### src/rtl/pipeline_ctrl_if.sv
// pipeline_ctrl_if: hazard inputs and latch controls shared by the datapath and pipeline_ctrl.
// Ports (signals):
//   datapath -> ctrl : ihit, dhit, mem_dreq, mem_halt, ex_dREN, ex_wsel, id_rs, id_rt, id_uses_rt, ex_redirect
//   ctrl -> datapath : pc_enable, {ifid,idex,exmem,memwb}_{enable,flush}, halt_out
// Modports: master = controller side, slave = datapath side.
interface pipeline_ctrl_if #(parameter int REG_W = 5);
    logic             ihit, dhit, mem_dreq, mem_halt, ex_dREN, id_uses_rt, ex_redirect;
    logic [REG_W-1:0] ex_wsel, id_rs, id_rt;
    logic             pc_enable, ifid_enable, idex_enable, exmem_enable, memwb_enable;
    logic             ifid_flush, idex_flush, exmem_flush, memwb_flush, halt_out;

    modport master (
        input  ihit, dhit, mem_dreq, mem_halt, ex_dREN, ex_wsel, id_rs, id_rt, id_uses_rt, ex_redirect,
        output pc_enable, ifid_enable, idex_enable, exmem_enable, memwb_enable,
        output ifid_flush, idex_flush, exmem_flush, memwb_flush, halt_out
    );
    modport slave (
        output ihit, dhit, mem_dreq, mem_halt, ex_dREN, ex_wsel, id_rs, id_rt, id_uses_rt, ex_redirect,
        input  pc_enable, ifid_enable, idex_enable, exmem_enable, memwb_enable,
        input  ifid_flush, idex_flush, exmem_flush, memwb_flush, halt_out
    );
endinterface

### src/rtl/pipeline_ctrl.sv
// pipeline_ctrl: hazard/stall sequencer driving the enable/flush of every pipeline latch and the PC.
// Ports:
//   CLK         rising-edge clock
//   RST         synchronous active-high reset
//   bus         pipeline_ctrl_if.master (hazard inputs in, latch enables/flushes and halt_out out)
//   cyc_cnt, stall_cnt, flush_cnt  saturating performance counters (only with PIPE_PERF_EN)
// Build option: define PIPE_PERF_EN to add the performance counters and the CNT_W parameter.
module pipeline_ctrl #(
    parameter int REG_W = 5
`ifdef PIPE_PERF_EN
    , parameter int CNT_W = 32
`endif
) (
    input  logic            CLK,
    input  logic            RST,
    pipeline_ctrl_if.master bus
`ifdef PIPE_PERF_EN
    , output logic [CNT_W-1:0] cyc_cnt,
    output logic [CNT_W-1:0] stall_cnt,
    output logic [CNT_W-1:0] flush_cnt
`endif
);
    typedef enum logic [1:0] {RUN, DWAIT, DRAIN, HALTED} state_t;

    state_t           state, next_state;
    logic [REG_W-1:0] wsel;
    logic             lu, stall, redir;
    // en = {pc, ifid, idex, exmem, memwb}; fl = {ifid, idex, exmem, memwb}
    logic [4:0]       en;
    logic [3:0]       fl;

    assign wsel = bus.ex_wsel;
    assign lu   = bus.ex_dREN && wsel != '0 &&
                  (wsel == bus.id_rs || (bus.id_uses_rt && wsel == bus.id_rt));

    always_ff @(posedge CLK) begin
        if (RST) state <= RUN;
        else     state <= next_state;
    end

    always_comb begin
        en         = 5'b11111;
        fl         = 4'b0000;
        next_state = state;
        stall      = 1'b0;
        redir      = 1'b0;
        if (RST) begin
            en = 5'b00000;
            fl = 4'b1111;
        end else begin
            case (state)
                RUN, DWAIT: begin
                    next_state = RUN;
                    if (bus.mem_halt) begin
                        en         = 5'b01111;
                        fl         = 4'b1110;
                        next_state = DRAIN;
                    end else if (bus.mem_dreq && !bus.dhit) begin
                        // freeze everything; bubble MEM/WB so the stuck access is not written back twice
                        en         = 5'b00000;
                        fl         = 4'b0001;
                        next_state = DWAIT;
                        stall      = 1'b1;
                    end else if (bus.ex_redirect) begin
                        fl    = 4'b1100;
                        redir = 1'b1;
                    end else if (lu) begin
                        en    = 5'b00111;
                        fl    = 4'b0100;
                        stall = 1'b1;
                    end else if (!bus.ihit) begin
                        en    = 5'b01111;
                        fl    = 4'b1000;
                        stall = 1'b1;
                    end
                end
                DRAIN: begin
                    en         = 5'b00000;
                    fl         = 4'b1110;
                    next_state = HALTED;
                end
                default: en = 5'b00000;
            endcase
        end
    end

    assign {bus.pc_enable, bus.ifid_enable, bus.idex_enable, bus.exmem_enable, bus.memwb_enable} = en;
    assign {bus.ifid_flush, bus.idex_flush, bus.exmem_flush, bus.memwb_flush} = fl;
    assign bus.halt_out = !RST && state == HALTED;

`ifdef PIPE_PERF_EN
    always_ff @(posedge CLK) begin
        if (RST) begin
            cyc_cnt   <= '0;
            stall_cnt <= '0;
            flush_cnt <= '0;
        end else begin
            if (state != HALTED && ~&cyc_cnt) cyc_cnt <= cyc_cnt + CNT_W'(1);
            if (stall && ~&stall_cnt)         stall_cnt <= stall_cnt + CNT_W'(1);
            if (redir && ~&flush_cnt)         flush_cnt <= flush_cnt + CNT_W'(1);
        end
    end
`endif
endmodule

### src/flat_wrapper.sv
// flat-port wrapper written by rule: the top's interface ports become plain ports
module pipeline_ctrl_flat 
#(
    parameter int REG_W = 5

)
  (CLK, RST, bus_ihit, bus_dhit, bus_mem_dreq, bus_mem_halt, bus_ex_dREN, bus_ex_wsel, bus_id_rs, bus_id_rt, bus_id_uses_rt, bus_ex_redirect, bus_pc_enable, bus_ifid_enable, bus_idex_enable, bus_exmem_enable, bus_memwb_enable, bus_ifid_flush, bus_idex_flush, bus_exmem_flush, bus_memwb_flush, bus_halt_out);
  pipeline_ctrl_if #(.REG_W(REG_W)) bus_i ();
  input  logic CLK;
  input  logic RST;
  input wire logic [$bits(bus_i.ihit)-1:0] bus_ihit;
  input wire logic [$bits(bus_i.dhit)-1:0] bus_dhit;
  input wire logic [$bits(bus_i.mem_dreq)-1:0] bus_mem_dreq;
  input wire logic [$bits(bus_i.mem_halt)-1:0] bus_mem_halt;
  input wire logic [$bits(bus_i.ex_dREN)-1:0] bus_ex_dREN;
  input wire logic [$bits(bus_i.ex_wsel)-1:0] bus_ex_wsel;
  input wire logic [$bits(bus_i.id_rs)-1:0] bus_id_rs;
  input wire logic [$bits(bus_i.id_rt)-1:0] bus_id_rt;
  input wire logic [$bits(bus_i.id_uses_rt)-1:0] bus_id_uses_rt;
  input wire logic [$bits(bus_i.ex_redirect)-1:0] bus_ex_redirect;
  output wire logic [$bits(bus_i.pc_enable)-1:0] bus_pc_enable;
  output wire logic [$bits(bus_i.ifid_enable)-1:0] bus_ifid_enable;
  output wire logic [$bits(bus_i.idex_enable)-1:0] bus_idex_enable;
  output wire logic [$bits(bus_i.exmem_enable)-1:0] bus_exmem_enable;
  output wire logic [$bits(bus_i.memwb_enable)-1:0] bus_memwb_enable;
  output wire logic [$bits(bus_i.ifid_flush)-1:0] bus_ifid_flush;
  output wire logic [$bits(bus_i.idex_flush)-1:0] bus_idex_flush;
  output wire logic [$bits(bus_i.exmem_flush)-1:0] bus_exmem_flush;
  output wire logic [$bits(bus_i.memwb_flush)-1:0] bus_memwb_flush;
  output wire logic [$bits(bus_i.halt_out)-1:0] bus_halt_out;
  assign bus_i.ihit = bus_ihit;
  assign bus_i.dhit = bus_dhit;
  assign bus_i.mem_dreq = bus_mem_dreq;
  assign bus_i.mem_halt = bus_mem_halt;
  assign bus_i.ex_dREN = bus_ex_dREN;
  assign bus_i.ex_wsel = bus_ex_wsel;
  assign bus_i.id_rs = bus_id_rs;
  assign bus_i.id_rt = bus_id_rt;
  assign bus_i.id_uses_rt = bus_id_uses_rt;
  assign bus_i.ex_redirect = bus_ex_redirect;
  assign bus_pc_enable = bus_i.pc_enable;
  assign bus_ifid_enable = bus_i.ifid_enable;
  assign bus_idex_enable = bus_i.idex_enable;
  assign bus_exmem_enable = bus_i.exmem_enable;
  assign bus_memwb_enable = bus_i.memwb_enable;
  assign bus_ifid_flush = bus_i.ifid_flush;
  assign bus_idex_flush = bus_i.idex_flush;
  assign bus_exmem_flush = bus_i.exmem_flush;
  assign bus_memwb_flush = bus_i.memwb_flush;
  assign bus_halt_out = bus_i.halt_out;
  pipeline_ctrl #(.REG_W(REG_W)) u_core (.CLK(CLK), .RST(RST), .bus(bus_i));
endmodule
### config.mk
export PLATFORM = sky130hd
export DESIGN_NAME = pipeline_ctrl_flat
export DESIGN_NICKNAME = d
export VERILOG_FILES = /design/src/rtl/pipeline_ctrl_if.sv /design/src/rtl/pipeline_ctrl.sv /design/src/flat_wrapper.sv
export SDC_FILE = /design/constraint.sdc
export NUM_CORES = 1
export LEC_CHECK = 0
export ABC_CLOCK_PERIOD_IN_PS = 2800
export CORE_AREA = 3 3 40 42
export DETAILED_ROUTE_END_ITERATION = 8
export DIE_AREA = 0 0 43 45
export PLACE_DENSITY = 0.71
export SLEW_MARGIN = 5
export SYNTH_ARGS = -nofsm -noshare
export SYNTH_HDL_FRONTEND = slang
export SYNTH_SLANG_ARGS = --single-unit
export TNS_END_PERCENT = 50
### constraint.sdc
create_clock -name CLK -period 2.8 [get_ports CLK]
set_clock_uncertainty 0.05 [all_clocks]
set_input_delay 0.56 -clock CLK [delete_from_list [all_inputs] [get_ports CLK]]
set_output_delay 0.56 -clock CLK [all_outputs]
set_load 0.05 [all_outputs]
# After elaboration in Yosys (flattened, before gate mapping)
# Index checks and enable logic that the tools add are counted.
[totals]
reg_bits = 2
inputBits = 24
out_inout_bits = 10
elab_cells = 35
[classes]
n_eq_ne = 5
n_mux = 17
reduce_logical = 12
[ops]
columns = ["operator", "n"]
rows = [
  ["two-way mux 5 bit", 7],
  ["two-way mux 4 bit", 6],
  ["equality test 5 bit", 2],
  ["case mux 4 bit (2 select lines)", 1],
  ["logical AND 1 bit", 5],
  ["nonzero test 5 bit", 1],
  ["equality test 2 bit (second input constant)", 2],
  ["case mux 2 bit (2 select lines)", 1],
  ["equality test 2 x 1 -> 1 bit (second input constant)", 1],
  ["logical NOT 1 bit", 2],
  ["logical NOT 2 bit", 1],
  ["two-way mux 2 bit", 1],
  ["nonzero test 2 bit", 1],
  ["OR reduction 2 bit", 1],
  ["logical OR 1 bit", 1],
  ["two-way mux 1 bit", 1],
]

# Depth between registers and ports, before layout
# Gate-level depths: netlist (run 1).
[depth]
ltp_word = 10
mapped_depth = 4
ltp_nobuf = 4

# Worst setup path before layout (run 1)
# Ideal clock, no wire load.
[synth_timing]
kind = "input-to-output"
from = "in bus_dhit"
to = "out bus_ifid_enable"
arrival_time_ps = 2372
required_time_ps = 2190
slack_ps = -182
path_stages = 4
n_path_buf = 0
path_cell_list = "nand2b_1 o21ai_1 nor2_1 a21boi_1"
[synth_between]
elab_chain_len = 6
[synth_rtl]
columns = ["item", "line_no", "text"]
rows = [
  ["start, declared", "flat_wrapper.sv:12", "input wire logic [$bits(bus_i.dhit)-1:0] bus_dhit;"],
  ["logical NOT 1 bit", "pipeline_ctrl.sv:58", "end else if (bus.mem_dreq && !bus.dhit) begin"],
  ["logical AND 1 bit", "pipeline_ctrl.sv:58", ""],
  ["two-way mux 5 bit", "pipeline_ctrl.sv:58", ""],
  ["two-way mux 5 bit", "pipeline_ctrl.sv:54", "if (bus.mem_halt) begin"],
  ["two-way mux 5 bit", "pipeline_ctrl.sv:51", "case (state)"],
  ["two-way mux 5 bit", "pipeline_ctrl.sv:47", "if (RST) begin"],
  ["end, declared", "flat_wrapper.sv:22", "output wire logic [$bits(bus_i.ifid_enable)-1:0] bus_ifid_enable;"],
]
# No other way between the ends.

# Worst setup path in the final report (run 1)
[layout_timing]
from = "in bus_ex_wsel[4]"
to = "out bus_idex_flush"
[layout_between]
elab_chain_len = 10
word_cells_on_any_way = 13
classes_between = "eq/ne (2); mux (6); reduce/logical (5)"
[layout_rtl]
columns = ["item", "line_no", "text"]
rows = [
  ["start, declared", "flat_wrapper.sv:16", "input wire logic [$bits(bus_i.ex_wsel)-1:0] bus_ex_wsel;"],
  ["equality test 5 bit", "pipeline_ctrl.sv:34", "(wsel == bus.id_rs || (bus.id_uses_rt && wsel == bus.id_rt));"],
  ["logical AND 1 bit", "pipeline_ctrl.sv:34", ""],
  ["logical OR 1 bit", "pipeline_ctrl.sv:34", ""],
  ["logical AND 1 bit (*)", "pipeline_ctrl.sv:33", "assign lu = bus.ex_dREN && wsel != '0 &&"],
  ["two-way mux 4 bit (*)", "pipeline_ctrl.sv:67", "end else if (lu) begin"],
  ["two-way mux 4 bit (*)", "pipeline_ctrl.sv:64", "end else if (bus.ex_redirect) begin"],
  ["two-way mux 4 bit (*)", "pipeline_ctrl.sv:58", ""],
  ["two-way mux 4 bit (*)", "pipeline_ctrl.sv:54", ""],
  ["case mux 4 bit (2 select lines) (*)", "pipeline_ctrl.sv:51", ""],
  ["two-way mux 4 bit (*)", "pipeline_ctrl.sv:47", ""],
  ["end, declared", "flat_wrapper.sv:27", "output wire logic [$bits(bus_i.idex_flush)-1:0] bus_idex_flush;"],
]
# Mark *: on every way between the ends. The rest lies on a longest branch, timed or not.

==> results of run 1 <==
-- worst reg2reg max path, cell delays in order (launching register included) --
cell,delay (ns)
sky130_fd_sc_hd__dfxtp_1,0.31
sky130_fd_sc_hd__inv_1,0.10
sky130_fd_sc_hd__o21a_1,0.19
sky130_fd_sc_hd__nor2_1,0.06
-- power breakdown --
group	switching [mW]	total [mW]	internal, mW
Clock	0.0190	0.0665	0.0475
Sequential	0.000974	0.0317	0.0307
Combinational	0.0780	0.165	0.0870
Total	0.0980	0.263	0.165
-- cells by family after synthesis --
group / after synthesis / share of synthesized area
AO/OA/AOI/OAI: 12 / 0.254
XOR/XNOR: 10 / 0.269
buffers and inverters: 4 / 0.0692
flip-flops: 2 / 0.123
AND/OR/NAND/NOR: 20 / 0.285
-- synthesized netlist by cell type, types with 2 or more instances --
library cell,instances
sky130_fd_sc_hd__nor3_1,2
sky130_fd_sc_hd__inv_1,2
sky130_fd_sc_hd__xnor2_1,10
sky130_fd_sc_hd__nand2_1,3
sky130_fd_sc_hd__nor2_1,9
sky130_fd_sc_hd__a21o_1,2
sky130_fd_sc_hd__a21oi_1,3
sky130_fd_sc_hd__dfxtp_1,2
sky130_fd_sc_hd__buf_4,2
-- metal layers --
layer | GRT usage | share of wire
met1 | 0.0933 | 0.29
met2 | 0.293 | 0.55
met3 | 0.0677 | 0.14
met4 | 0.0723 | 0.015
met5 | 0 | 0
-- worst paths after layout --
path | startpoint | to | cells past startpoint
max reg2reg | u_core.state[1]$_SDFFE_PP0P_ | u_core.state[0]$_SDFFE_PP0P_ | 3
max | bus_ex_wsel[4] | bus_idex_flush | 6
min | u_core.state[1]$_SDFFE_PP0P_ | u_core.state[1]$_SDFFE_PP0P_ | 2
min reg2reg | u_core.state[1]$_SDFFE_PP0P_ | u_core.state[1]$_SDFFE_PP0P_ | 2
-- area by class of cell --
class,count,area [um^2]
Fill cell,130,462
Timing Repair Buffer,39,450
Sequential cell,2,40.0
Multi-Input combinational cell,42,284
Inverter,2,7.51
Tap cell,15,18.8
Clock buffer,3,22.5
-- stage by stage --
stage / total power [mW] / cells
floorplan: 0.105 / 48
global placement: 0.191 / 99
detailed placement: 0.193 / 99
CTS: 0.265 / 103
global route: 0.280 / 103
finish: 0.263 / 103
-- repair_timing --
item,in CTS,in global routing
resized for setup,8,0
setup buffers,1,0
endpoints found under the setup margin,3,0
==> results summary, run 1 <==
Among all flip-flop cells after synthesis, the most frequent one is sky130_fd_sc_hd__dfxtp_1. The post-synthesis cell type count is 22. The height of the die came out at about 45 um.

At the pin with the least slew margin, the transition time is around 0.29 ns. The cell area after layout is 823 um^2. CTS saw 2 sinks. Clock tree synthesis selected as its root buffer the cell sky130_fd_sc_hd__clkbuf_4. Grouping stages by cell kind, the critical path spends the most delay in buffers and inverters. The portion of the clock cycle consumed by the worst path in the final layout is 0.976. The arrival time at the worst endpoint is approximately 2.1 ns. The via count of the first global-routing pass is roughly 550. The tightest min-delay check is of the reg2reg type. The total buffers and inverters traversed by the critical path is 2. In this run the cell area of the synthesized design comes to about 330 um^2. The clock passes through at most 2 buffers.

The flip-flop count of the largest register, all copies and words added came out at 2. The share of post-route cells with drive strength above 1 is 0.284. The via density per instance is ~4.8. Traced cell by cell, the critical path runs through clkdlybuf4s50_1, or4_4, o21ai_2, nor2_1, a221o_1, buf_6. The maximum vdd ir drop is 0.122 mV. The sequential cell area fraction in the yosys report came out at 0.123.

The number of failing hold endpoints at the final stage is 0. The post-detailed-route count of antenna-violating nets is 0. Leaving out fill and tap cells, the most frequent cell in the layout is sky130_fd_sc_hd__clkdlybuf4s50_1.

Headroom to the max-slew limit came out at 0.808. Counting flops per register, the top entry is u_core.state. The area growth from synthesis to layout is 153%.

The worst-skew pair later-pin latency is 0.23 ns. sky130_fd_sc_hd__xnor2_1 takes more of the synthesized area than any other cell. During synthesis, Yosys emitted a total of 0 warnings. Setup violations remaining at the end of the flow were counted as 0. The stage delay of the slowest cell on the critical path came out at between 0.4 and 0.5 ns. The number of placement rows is 13. The number of ports placed on the die boundary is 34. The top fanout value on the critical path came out at 2. The standard cell area after detailed placement is approximately 780 um^2.

For this block, the routed nets add up to about 1200 um of wire. The final worst slack is 0.0667 ns. The number of design-rule violations left by the first detailed-router iteration came out at 4. The number of antenna repair diodes came out at 0. The synthesized design contains 0 enable-type register cells. The H-tree depth is 1.

The end-of-flow core utilization is 0.641. The share of synthesized registers carrying an async set or reset came out at 0. The total negative slack for setup checks is 0 ns. The share of Yosys cell area claimed by the top area cell type is 0.269. The width of the chip came out at between 40 and 50 um. The start-to-end type of the worst setup path is in2out. In the routed design, unresolved DRC markers number 0. The run finished with clean final reports.

STA classifies the critical path endpoint as an output port. The largest net degree at the start of global routing is 7. The largest registers in the layout are u_core.state: 2 flops.

The number of max-slew violations in the final report came out at 0. The number of vias after detailed routing is about 500. When the netlist entered floorplanning its net count stood at 72. STA classifies the critical path startpoint as an input pin.

Setup repair after global routing left no endpoint under its margin. After the last flow step, the layout net total stands at 114. The total of hold buffers inserted after clock tree synthesis is 0.

Global routing finished with a remaining overflow of 0. After synthesis, the mean cell area works out to 6.78 um^2. The tool flagged a number of max-cap violations equal to 0. The global-route wire length before repair came out at 1930 um. The slowest stage of the critical path is the sky130_fd_sc_hd__or4_4 cell. Prior to clock tree synthesis, the placed netlist has a worst setup slack of -0.112 ns. The count of TritonRoute iterations in the first routing pass came out at 3. Across every metal layer, demand over resource in global routing totals 0.138. For this design the static power due to leakage is 0.329 nW. The final estimated routing congestion in global placement is slightly below 0.8. The tightest hold margin came out at between 0.5 and 0.6 ns. Counting the buffers created by CTS gives 3.

The highest attainable clock frequency came out at between 300 and 400 MHz. The number of port buffers is 33. The smallest clock period supported by the final layout is computed as roughly 2.7 ns. The flop-to-flop setup slack is about 2.0 ns. By area the synthesized netlist is led by sky130_fd_sc_hd__xnor2_1, sky130_fd_sc_hd__dfxtp_1, sky130_fd_sc_hd__nor2_1, sky130_fd_sc_hd__a21oi_1, sky130_fd_sc_hd__a21o_1. TritonCTS built the clock tree.

The flip-flop and latch count after synthesis is 2. Clock-pin slew was measured on the worst setup and hold paths at 0.03 ns. Counting every instance in the synthesized netlist gives 48. The initial antenna violation count came out at 0.

The initial core utilization is 0.253. The areal power density over the cells came out at roughly 320 nW/um^2. The final HPWL from detailed placement is 1000 um.

Leaving out fill and tap cells, the most frequent cells in the layout are sky130_fd_sc_hd__clkdlybuf4s50_1, sky130_fd_sc_hd__xnor2_1, sky130_fd_sc_hd__nor2_1. The wire length per cell after detailed routing is approximately 12 um. The data required time of the critical path is around 2.2 ns. The area of the core came out at roughly 1300 um^2.

The die covers a little under 2000 um^2.
No activity file was read; power rests on OpenSTA's default activity.
==> run 2, diff against run 1 <==
--- a/config.mk
+++ b/config.mk
@@ -5,7 +5,7 @@
 export SDC_FILE = /design/constraint.sdc
 export NUM_CORES = 1
 export LEC_CHECK = 0
-export ABC_CLOCK_PERIOD_IN_PS = 2800
+export ABC_CLOCK_PERIOD_IN_PS = 2790
 export CORE_AREA = 3 3 40 42
 export DETAILED_ROUTE_END_ITERATION = 8
 export DIE_AREA = 0 0 43 45
==> constraint.sdc (replaced) <==
create_clock -name CLK -period 2.79 [get_ports CLK]
set_clock_uncertainty 0.05 [all_clocks]
set_input_delay 0.558 -clock CLK [delete_from_list [all_inputs] [get_ports CLK]]
set_output_delay 0.558 -clock CLK [all_outputs]
set_load 0.05 [all_outputs]
==> run 2 against run 1 <==
Compared with the run above:
- non-clock buffer count shrank 1
- flip-flop and latch count unchanged
- sequential share of layout area about the same
- combinational power about the same
- critical path depth stayed put
- critical endpoint unchanged
- largest cell class unchanged
==> results summary, run 2 (synthesis gave the netlist of run 1 again) <==
The slew at the pin closest to its max-slew limit came out at 0.248 ns (-0.0403 ns). The height of the die is 45 um (unchanged). The cell total after placement was 99 (unchanged). The number of nets at the end of the flow is 113 (-0.88%).

The final estimated routing congestion in global placement is 0.772 (about the same). The cell area after layout is 816 um^2 (-0.91%). The filler cell count in the final layout is 125 (-3.8%). The area of the core came out at 1280 um^2 (unchanged).

The flow ran to the end, and the final reports show no timing, DRC or antenna violations. The tree is rooted in a sky130_fd_sc_hd__clkbuf_4. The number of max-slew violations in the final report was 0 (unchanged).

The register containing the most flip-flops in the final layout is u_core.state. The maximum vdd ir drop was 0.136 mV (+11%). The worst register-to-register path begins at u_core.state[1]$_SDFFE_PP0P_.

The endpoint identified for the worst register-to-register timing path is u_core.state[0]$_SDFFE_PP0P_. The total negative slack for setup checks came out at 0 ns (unchanged). The endpoint kind of the worst setup timing path is an output port. The portion of the clock cycle consumed by the worst path in the final layout is 0.974. The instance count along the most critical hold path came out at 2 (unchanged).

Leaving out fill and tap cells, the most frequent cell in the layout is sky130_fd_sc_hd__clkdlybuf4s50_1. The hold path startpoint is u_core.state[1]$_SDFFE_PP0P_. The via count of the first global-routing pass came to 490 (-10%). In the layout the commonest cells are sky130_fd_sc_hd__clkdlybuf4s50_1, sky130_fd_sc_hd__xnor2_1, sky130_fd_sc_hd__nor2_1. The largest registers in the layout are u_core.state: 2 flops. The worst-skew pair later-pin latency is 0.22 ns (about the same).

The depth of the most critical reg-to-reg path is 3 (unchanged). The maximum root-to-sink buffer count is 2 (unchanged). The number of design-rule violations left by the first detailed-router iteration is 2 (-2).

The number of port buffers came out at 33 (unchanged). TritonCTS built the clock tree. The data required time of the critical path came out at 2.18 ns (about the same).

Relative to the synthesized area, the layout overhead comes to 151%. The area of the die came out at 1940 um^2 (unchanged). The final HPWL from detailed placement is 1050 um (+5.0%). The top fanout value on the critical path came out at 4 (+2).

The flip-flop count of the largest register, all copies and words added came out at 2 (unchanged). By startpoint and endpoint, the worst setup path is classified as in2out. The count of TritonRoute iterations in the first routing pass is 3 (unchanged). The leakage dissipation was 0.325 nW (-1.1%). The total chip power came out at 0.257 mW (-2.2%).

The areal power density over the cells came to 316 nW/um^2 (-1.3%). The stage delay of the slowest cell on the critical path is 0.44 ns (+0.02 ns). The total routing usage reported by global routing came out at 0.129 (-0.00924).

The number of failing hold endpoints at the final stage is 0 (unchanged). The count of final setup violators is 0 (unchanged). The highest attainable clock frequency came out at ~370 MHz.

The flop-to-flop setup slack is 1.97 ns (about the same). The master of the slowest instance on the critical path is sky130_fd_sc_hd__or4_4. The wire length per cell after detailed routing is 11.4 um (-4.6%).

The post-detailed-route count of antenna-violating nets is 0 (unchanged). The final routed wirelength across all metal layers is 1160 um (-5.5%). The arrival time at the worst endpoint came out at 2.11 ns (about the same).

The number of buffers added by the clock tree synthesis step came out at 3 (unchanged). Walking the worst path, the cells encountered are clkdlybuf4s50_1, or4_4, o21ai_4, nor2_1, a221o_1, buf_6. The number of vias after detailed routing is 478 (-4.0%).

The via density per instance came out at 4.69 (-3.1%). The number of clock sinks seen by CTS came to 2 (unchanged). The max-capacitance violation count was 0 (unchanged). The non-filler instance count after layout came to 102 (-0.97%). The largest net degree at the start of global routing came out at 7 (unchanged). The share of post-route cells with drive strength above 1 came out at 0.253 (-0.0312). The initial core utilization came out at 0.253 (unchanged). The total of hold buffers inserted after clock tree synthesis was 0 (unchanged). The residual DRC count was 0 (unchanged). The global-route wire length before repair came out at 1760 um (-9.0%).

The overall overflow remaining after global route is 0 (unchanged). The clock slew seen by the registers of the worst setup and hold paths is 0.03 ns (about the same). STA classifies the critical path startpoint as an input pin. The number of placement rows is 13 (unchanged). The path with the worst hold slack has its endpoint at u_core.state[1]$_SDFFE_PP0P_. The number of antenna repair diodes is 0 (unchanged). The width of the chip came out at 43 um (unchanged). The number of buffers added for setup after CTS is 0 (-1). Setup repair after global routing left no endpoint under its margin. The initial antenna violation count is 0 (unchanged).

The worst hold path belongs to the class reg2reg. The relative slew slack came out at 0.835 (+0.0274). The H-tree depth was 1 (unchanged). Subtracting the final worst setup slack from the clock period gives 2.72 ns. The standard cell area after detailed placement is 776 um^2 (unchanged). The number of ports placed on the die boundary was 34 (unchanged).
-- run 2: cell count changes in the layout (fill, tap and decap cells not counted) --
| cell | delta |
|---|---|
| sky130_fd_sc_hd__buf_4 | -1 |
| sky130_fd_sc_hd__a21oi_2 | -2 |
| sky130_fd_sc_hd__o21ai_4 | +1 |
| sky130_fd_sc_hd__o21ai_2 | -1 |
| sky130_fd_sc_hd__a21oi_1 | +2 |
-- run 2: worst max-delay path by stage --
stage / start / to / depth (start not counted)
finish: bus_ex_wsel[3] / bus_idex_flush / 6
detailed placement: bus_ex_wsel[3] / bus_idex_flush / 6
global route: bus_ex_wsel[3] / bus_idex_flush / 6
floorplan: bus_ex_wsel[3] / bus_ifid_flush / 4
CTS: bus_ex_wsel[3] / bus_idex_flush / 6
global placement: bus_ex_wsel[3] / bus_idex_flush / 6
-- run 2: cell type report --
class / instances / area (um^2) / share of cell area
Clock buffer: 3 / 22.5 / 0.0276
Inverter: 2 / 7.51 / 0.00920
Multi-Input combinational cell: 42 / 284 / 0.348
Sequential cell: 2 / 40.0 / 0.0491
Tap cell: 15 / 18.8 / 0.0230
Timing Repair Buffer: 38 / 443 / 0.543
-- run 2: metrics by stage --
step                      utilization  setup WS [ns]  hold WS (ns)
final                           0.635         0.0730         0.515
after global routing            0.635         0.0208         0.561
after CTS                       0.630         0.0416         0.515
after detailed placement        0.604         -0.116         0.506
after global placement          0.604        -0.0660         0.500
after floorplan                     -         0.0632         0.462
-- run 2: critical path: cells and delay by family --
family	cells	cell delay, ns
compound gates	2	0.47
buf+inv	2	0.58
simple gates	2	0.50
-- run 2: routing by layer --
metal | global-route usage | vias to the layer above | share of wire
met5 | 0 | - | 0
met4 | 0.0904 | 0 | 0.023
met3 | 0.0677 | 4 | 0.14
met2 | 0.260 | 29 | 0.54
met1 | 0.0859 | 200 | 0.29
li1 | - | 245 | -
-- run 2: timing repair --
item	CTS	global route
setup endpoints to repair	3	2
hold endpoints to repair	0	0
resized for setup	6	1
pin swaps	3	1
-- run 2: power breakdown --
part	internal, mW	leakage, nW	total, mW	switching, mW
clock	0.0473	0.0138	0.0625	0.0152
sequential	0.0309	0.0167	0.0318	0.000962
combinational	0.0864	0.295	0.163	0.0768
total	0.165	0.325	0.257	0.0930
